File: config.mk
export PLATFORM = sky130hd
export DESIGN_NAME = ets_sweep_controller_flat
export DESIGN_NICKNAME = d
export VERILOG_FILES = /design/src/rtl/ets_sweep_controller_if.sv /design/src/rtl/ets_sweep_controller.sv /design/src/flat_wrapper.sv
export SDC_FILE = /design/constraint.sdc
export NUM_CORES = 1
export LEC_CHECK = 0
export ABC_AREA = 0
export CAP_MARGIN = 30
export CORE_MARGIN = 2
export CORE_UTILIZATION = 55
export CTS_CLUSTER_DIAMETER = 60
export DETAILED_ROUTE_END_ITERATION = 7
export PLACE_DENSITY = 0.84
export SLEW_MARGIN = 20
export SYNTH_ARGS = -nofsm -noshare
export SYNTH_HDL_FRONTEND = slang
export SYNTH_SLANG_ARGS = --single-unit
File: constraint.sdc
create_clock -name clk -period 5.1 [get_ports clk]
set_input_delay 0.765 -clock clk [delete_from_list [all_inputs] [get_ports clk]]
set_output_delay 0.765 -clock clk [all_outputs]
set_load 0.005 [all_outputs]
File: src/rtl/ets_sweep_controller_if.sv
// Bundle of sweep control, configuration and capture-handshake signals
// shared between the ETS sweep controller and its host/sampler.
// The master modport is the controller's view; slave is the host/sampler side.
interface ets_sweep_controller_if;
  logic       start;
  logic       abort;
  logic [7:0] delay_start;
  logic [7:0] delay_step;
  logic [7:0] num_points;
  logic [7:0] delay;
  logic       cap_req;
  logic       cap_ack;
  logic       busy;
  logic       done;
  logic [7:0] point_idx;

  modport master (
    input  start, abort, delay_start, delay_step, num_points, cap_ack,
    output delay, cap_req, busy, done, point_idx
  );

  modport slave (
    output start, abort, delay_start, delay_step, num_points, cap_ack,
    input  delay, cap_req, busy, done, point_idx
  );
endinterface

File: src/rtl/ets_sweep_controller.sv
// ETS sweep controller: steps the sampling-clock phase code through a
// configured sequence, waits for the delay line to settle after each update,
// then requests one capture per point from the sampler.
module ets_sweep_controller #(
  parameter int SETTLE_CYCLES = 16
) (
  input  logic                  clk,
  input  logic                  rst_n,
  ets_sweep_controller_if.master bus
);

  localparam int CNT_W = (SETTLE_CYCLES > 1) ? $clog2(SETTLE_CYCLES) : 1;
  localparam logic [CNT_W-1:0] SETTLE_LAST = CNT_W'(SETTLE_CYCLES - 1);

  typedef enum logic [1:0] {
    IDLE,
    SETTLE,
    CAPTURE,
    DONE
  } state_t;

  state_t           state_q, state_d;
  logic [7:0]       delay_q, delay_d;
  logic [7:0]       idx_q, idx_d;
  logic [7:0]       step_q, step_d;
  logic [7:0]       num_q, num_d;
  logic [CNT_W-1:0] cnt_q, cnt_d;
  logic             cap_req_q;
  logic             busy_q;
  logic             done_q;

  // Next-state and next-datapath logic; the configuration is captured once at
  // start so mid-sweep input changes cannot disturb the running sweep.
  always_comb begin
    state_d = state_q;
    delay_d = delay_q;
    idx_d   = idx_q;
    step_d  = step_q;
    num_d   = num_q;
    cnt_d   = cnt_q;
    case (state_q)
      IDLE: begin
        if (bus.start && !bus.abort) begin
          step_d  = bus.delay_step;
          num_d   = bus.num_points;
          delay_d = bus.delay_start;
          idx_d   = 8'd0;
          cnt_d   = '0;
          state_d = (bus.num_points != 8'd0) ? SETTLE : DONE;
        end
      end
      SETTLE: begin
        if (bus.abort) begin
          state_d = IDLE;
        end else if (cnt_q == SETTLE_LAST) begin
          state_d = CAPTURE;
        end else begin
          cnt_d = cnt_q + CNT_W'(1);
        end
      end
      CAPTURE: begin
        if (bus.abort) begin
          state_d = IDLE;
        end else if (bus.cap_ack) begin
          if (idx_q == num_q - 8'd1) begin
            state_d = DONE;
          end else begin
            delay_d = delay_q + step_q;
            idx_d   = idx_q + 8'd1;
            cnt_d   = '0;
            state_d = SETTLE;
          end
        end
      end
      DONE: begin
        state_d = IDLE;
      end
      default: begin
        state_d = IDLE;
      end
    endcase
  end

  // State and output registers; status outputs are decoded from the next
  // state so they line up with the state they describe without any
  // combinational path from inputs.
  always_ff @(posedge clk or negedge rst_n) begin
    if (!rst_n) begin
      state_q   <= IDLE;
      delay_q   <= 8'd0;
      idx_q     <= 8'd0;
      step_q    <= 8'd0;
      num_q     <= 8'd0;
      cnt_q     <= '0;
      cap_req_q <= 1'b0;
      busy_q    <= 1'b0;
      done_q    <= 1'b0;
    end else begin
      state_q   <= state_d;
      delay_q   <= delay_d;
      idx_q     <= idx_d;
      step_q    <= step_d;
      num_q     <= num_d;
      cnt_q     <= cnt_d;
      cap_req_q <= (state_d == CAPTURE);
      busy_q    <= (state_d != IDLE);
      done_q    <= (state_d == DONE);
    end
  end

  assign bus.delay     = delay_q;
  assign bus.point_idx = idx_q;
  assign bus.cap_req   = cap_req_q;
  assign bus.busy      = busy_q;
  assign bus.done      = done_q;

endmodule

File: src/flat_wrapper.sv
// flat-port wrapper written by rule: the top's interface ports become plain ports
module ets_sweep_controller_flat 
#(
  parameter int SETTLE_CYCLES = 16
)
  (clk, rst_n, bus_start, bus_abort, bus_delay_start, bus_delay_step, bus_num_points, bus_cap_ack, bus_delay, bus_cap_req, bus_busy, bus_done, bus_point_idx);
  ets_sweep_controller_if bus_i ();
  input  logic clk;
  input  logic rst_n;
  input wire logic [$bits(bus_i.start)-1:0] bus_start;
  input wire logic [$bits(bus_i.abort)-1:0] bus_abort;
  input wire logic [$bits(bus_i.delay_start)-1:0] bus_delay_start;
  input wire logic [$bits(bus_i.delay_step)-1:0] bus_delay_step;
  input wire logic [$bits(bus_i.num_points)-1:0] bus_num_points;
  input wire logic [$bits(bus_i.cap_ack)-1:0] bus_cap_ack;
  output wire logic [$bits(bus_i.delay)-1:0] bus_delay;
  output wire logic [$bits(bus_i.cap_req)-1:0] bus_cap_req;
  output wire logic [$bits(bus_i.busy)-1:0] bus_busy;
  output wire logic [$bits(bus_i.done)-1:0] bus_done;
  output wire logic [$bits(bus_i.point_idx)-1:0] bus_point_idx;
  assign bus_i.start = bus_start;
  assign bus_i.abort = bus_abort;
  assign bus_i.delay_start = bus_delay_start;
  assign bus_i.delay_step = bus_delay_step;
  assign bus_i.num_points = bus_num_points;
  assign bus_i.cap_ack = bus_cap_ack;
  assign bus_delay = bus_i.delay;
  assign bus_cap_req = bus_i.cap_req;
  assign bus_busy = bus_i.busy;
  assign bus_done = bus_i.done;
  assign bus_point_idx = bus_i.point_idx;
  ets_sweep_controller #(.SETTLE_CYCLES(SETTLE_CYCLES)) u_core (.clk(clk), .rst_n(rst_n), .bus(bus_i));
endmodule
==> run_results.csv <==
group,metric,value,unit
run_status,status,"finished clean",
clocking,numClockSinks,41,
synthesis,syn-mean-instance-area,8.75,um^2
sta,min_period,2.82,ns
clocking,path_clk_slew,0.08,ns
sta,setup_viol,0,
power_and_ir_drop,leakagePower,0.00136,uW
power_and_ir_drop,p_comb_share,30.3,%
hold_path,hold_class,"primary input to asynchronous set/reset pin",
floorplan,die_y,70.3,um
synthesis,synth_cell_types,54,
critical_path,r2r_end,"u_core.bus.delay[4]$_DFFE_PN0P_",
critical_path,worstRegToRegCells,8,
layout,layout_commonest_cell,"nand2_1",
floorplan,num_rows,24,
detailed_routing,first_pass_iters,4,
clocking,numCtsBuffers,5,
detailed_routing,antenna_left,0,
detailed_routing,wl_per_cell,14.8,um
synthesis,ys_seq_elements,41,
sta,tightestPinTransition,0.703,ns
detailed_routing,drtIter0Drc,128,
sta,worst_hold_slack,0.341,ns
global_routing,grt_pass1_wl,9.45,mm
synthesis,syn_inst,276,
synthesis,synth_seq_area_share,42.5,%
synthesis,synth_nets,316,
floorplan,fp.dieArea,4940,um^2
clocking,cts_setup_buffers,0,
global_routing,grt-ovfl-total,0,
floorplan,core_area,4290,um^2
layout,fillers,351,
sta,fin_setup_tns,0,ns
sta,timing.fmax,355,MHz
sta,rsz0062_at_grt,"no",
global_routing,grt_max_degree,42,
placed_design,dpl_cell_area,2890,um^2
power_and_ir_drop,pwr-share-seq,47.1,%
layout,syn2layout_area_growth,24.0,%
global_routing,antenna_found_initial,0,
clocking,htreeDepth,2,
power_and_ir_drop,netSwitchingPower,282,uW
critical_path,end_kind,"flip-flop",
clocking,cts-resized-gates,0,
placed_design,gp_congestion,0.908,
layout,fin_area,3000,um^2
detailed_routing,drc,0,
placed_design,portBuffers,47,
layout,multi_input_area,1290,um^2
synthesis,yosysWarnings,0,
critical_path,crit_required,5.33,ns
clocking,cts_hold_buf,0,
clocking,cts_tree,"done",
layout,seqCellArea,1030,um^2
synthesis,async_flop_share,100,%
sta,fin_crit_sh,55.2,%
power_and_ir_drop,ir_worst_vdd,0.240,mV
sta,drv_slew,0,
detailed_routing,vias,2086,
clocking,root_buffer,"clkbuf_8",
floorplan,ios,48,
power_and_ir_drop,p_clk_share,22.5,%
global_routing,grtUsageTotal,23.9,%
detailed_routing,detail_route.vias_per_cell,5.62,
synthesis,synth_edf_count,0,
synthesis,synth_area,2420,um^2
layout,antenna_cells,0,
critical_path,critPathArrivalTime,3.04,ns
power_and_ir_drop,p_sw_share,32.2,%
sta,hold_viol_final,0,
critical_path,r2r_slack,2.31,ns
sta,skew,0.00867,ns
layout,fin_nets,360,
global_routing,first_global_vias,2166,
power_and_ir_drop,power_density,292,nW/um^2
critical_path,worstSetupPathType,"primary input to flip-flop",
floorplan,die_w,70.3,um
clocking,insertion_delay,0.30,ns
placed_design,dp_hpwl,4.10,mm
layout,layout_common_cells,"nand2_1 (60), clkdlybuf4s50_1 (46), dfrtp_1 (41)",
sta,slew_headroom,53.0,%
critical_path,r2r-start,"u_core.num_q[0]$_DFFE_PN0P_",
critical_path,cp_max_fo,29,
power_and_ir_drop,p_int,593,uW
clocking,max-clock-path-buffers,2,
run,maxCapViolCount,0,
floorplan,start_util,56.3,%
detailed_routing,routed_wl,5.50,mm
layout,drive_above_1_share,5.96,%
critical_path,critPathLaunchType,"primary input",
synthesis,ys.flop_type,"dfrtp_1",
-- flip-flops by register name, indices dropped and copies added (netlist names), 2 cells and up --
name                  flops
u_core.step_q             8
u_core.bus.point_idx      8
u_core.cnt_q              4
u_core.num_q              8
u_core.state_q            2
u_core.bus.delay          8
-- layout make-up --
class	instances	share of cell area [%]
well taps	52	2.17
clock inverters	1	0.167
multi-input cells	211	43.0
inverters	11	1.38
repair buffers	50	16.7
flip-flops and latches	41	34.3
clock buffers	5	2.30
-- cell usage after synthesis, types with 2 or more instances --
| library cell | count | area share, % |
|---|---|---|
| nand2_1 | 60 | 9.3 |
| dfrtp_1 | 41 | 42 |
| a21oi_1 | 17 | 3.5 |
| nor2_1 | 15 | 2.3 |
| o21ai_0 | 15 | 3.1 |
| inv_1 | 11 | 1.7 |
| nand3_1 | 11 | 2.3 |
| clkbuf_1 | 10 | 1.6 |
| ha_1 | 10 | 5.2 |
| xor2_1 | 7 | 2.5 |
| nand2b_1 | 6 | 1.6 |
| nor3_1 | 5 | 1.0 |
| xnor2_1 | 5 | 1.8 |
| mux2i_1 | 4 | 1.7 |
| or3_1 | 4 | 1.0 |
| a211oi_1 | 3 | 0.93 |
| a21o_1 | 3 | 0.93 |
| nor4_1 | 3 | 0.78 |
| or4_1 | 3 | 0.93 |
| and3_1 | 2 | 0.52 |
| buf_6 | 2 | 0.93 |
| nand4_1 | 2 | 0.52 |
| nor2b_1 | 2 | 0.52 |
| nor3b_1 | 2 | 0.62 |
| o211ai_1 | 2 | 0.62 |
| o22a_1 | 2 | 0.73 |
| o31ai_1 | 2 | 0.62 |
-- worst max path at each step --
stage                                startpoint                                  end  slack [ns]  cells past startpoint
floorplan           u_core.num_q[0]$_DFFE_PN0P_          u_core.cnt_q[3]$_DFFE_PN0P_        2.74                      9
global placement                      bus_start  u_core.bus.point_idx[5]$_DFFE_PN0P_        2.10                      6
detailed placement                    bus_start  u_core.bus.point_idx[5]$_DFFE_PN0P_        2.01                      6
CTS                 u_core.num_q[0]$_DFFE_PN0P_      u_core.bus.delay[4]$_DFFE_PN0P_        2.30                      8
global route        u_core.num_q[0]$_DFFE_PN0P_      u_core.bus.delay[4]$_DFFE_PN0P_        2.14                      8
finish                                bus_start  u_core.bus.point_idx[5]$_DFFE_PN0P_        2.28                      6
-- power by group through the flow --
stage,Clock (uW),Combinational (uW),Sequential [uW]
global route,217,298,417
detailed placement,0,263,417
global placement,0,248,416
CTS,203,265,412
finish,197,266,412
floorplan,0,171,406
-- through the flow --
stage          std cells  utilization [%]  setup slack, ns  total power [uW]
2_1_floorplan        276                -             2.74               577
5_1_grt              371             69.8             2.14               932
4_1_cts              369             69.1             2.30               880
6_report             371             69.8             2.28               875
3_5_place_dp         363             67.4             2.01               680
3_3_place_gp         363             67.4             2.10               664
-- layer usage --
metal / track usage (%) / up-vias / part of all wire, %
li1: - / 1046 / -
met1: 29.3 / 977 / 43
met2: 41.9 / 56 / 51
met3: 5.77 / 7 / 4.2
met4: 6.20 / 0 / 1.4
met5: 0 / - / 0
-- worst max-delay path, cell delays in order --
cell	delay, ns
clkdlybuf4s50_1	0.47
nand2b_1	0.10
a211oi_1	0.48
nand2_2	0.41
or4_1	0.63
a21oi_1	0.17
-- logic make-up (layout without fill, tap and decap cells) --
family          count (synthesis)  in the layout  synth area share, %
fa+ha+maj                      11             11                 6.01
compound gates                 55             55                 14.3
mux                             5              5                 2.12
flops                          41             41                 42.5
xor+xnor                       12             12                 4.35
simple gates                  128            128                 26.3
buf+inv                        24             67                 4.40
No activity file was read; power rests on OpenSTA's default activity.
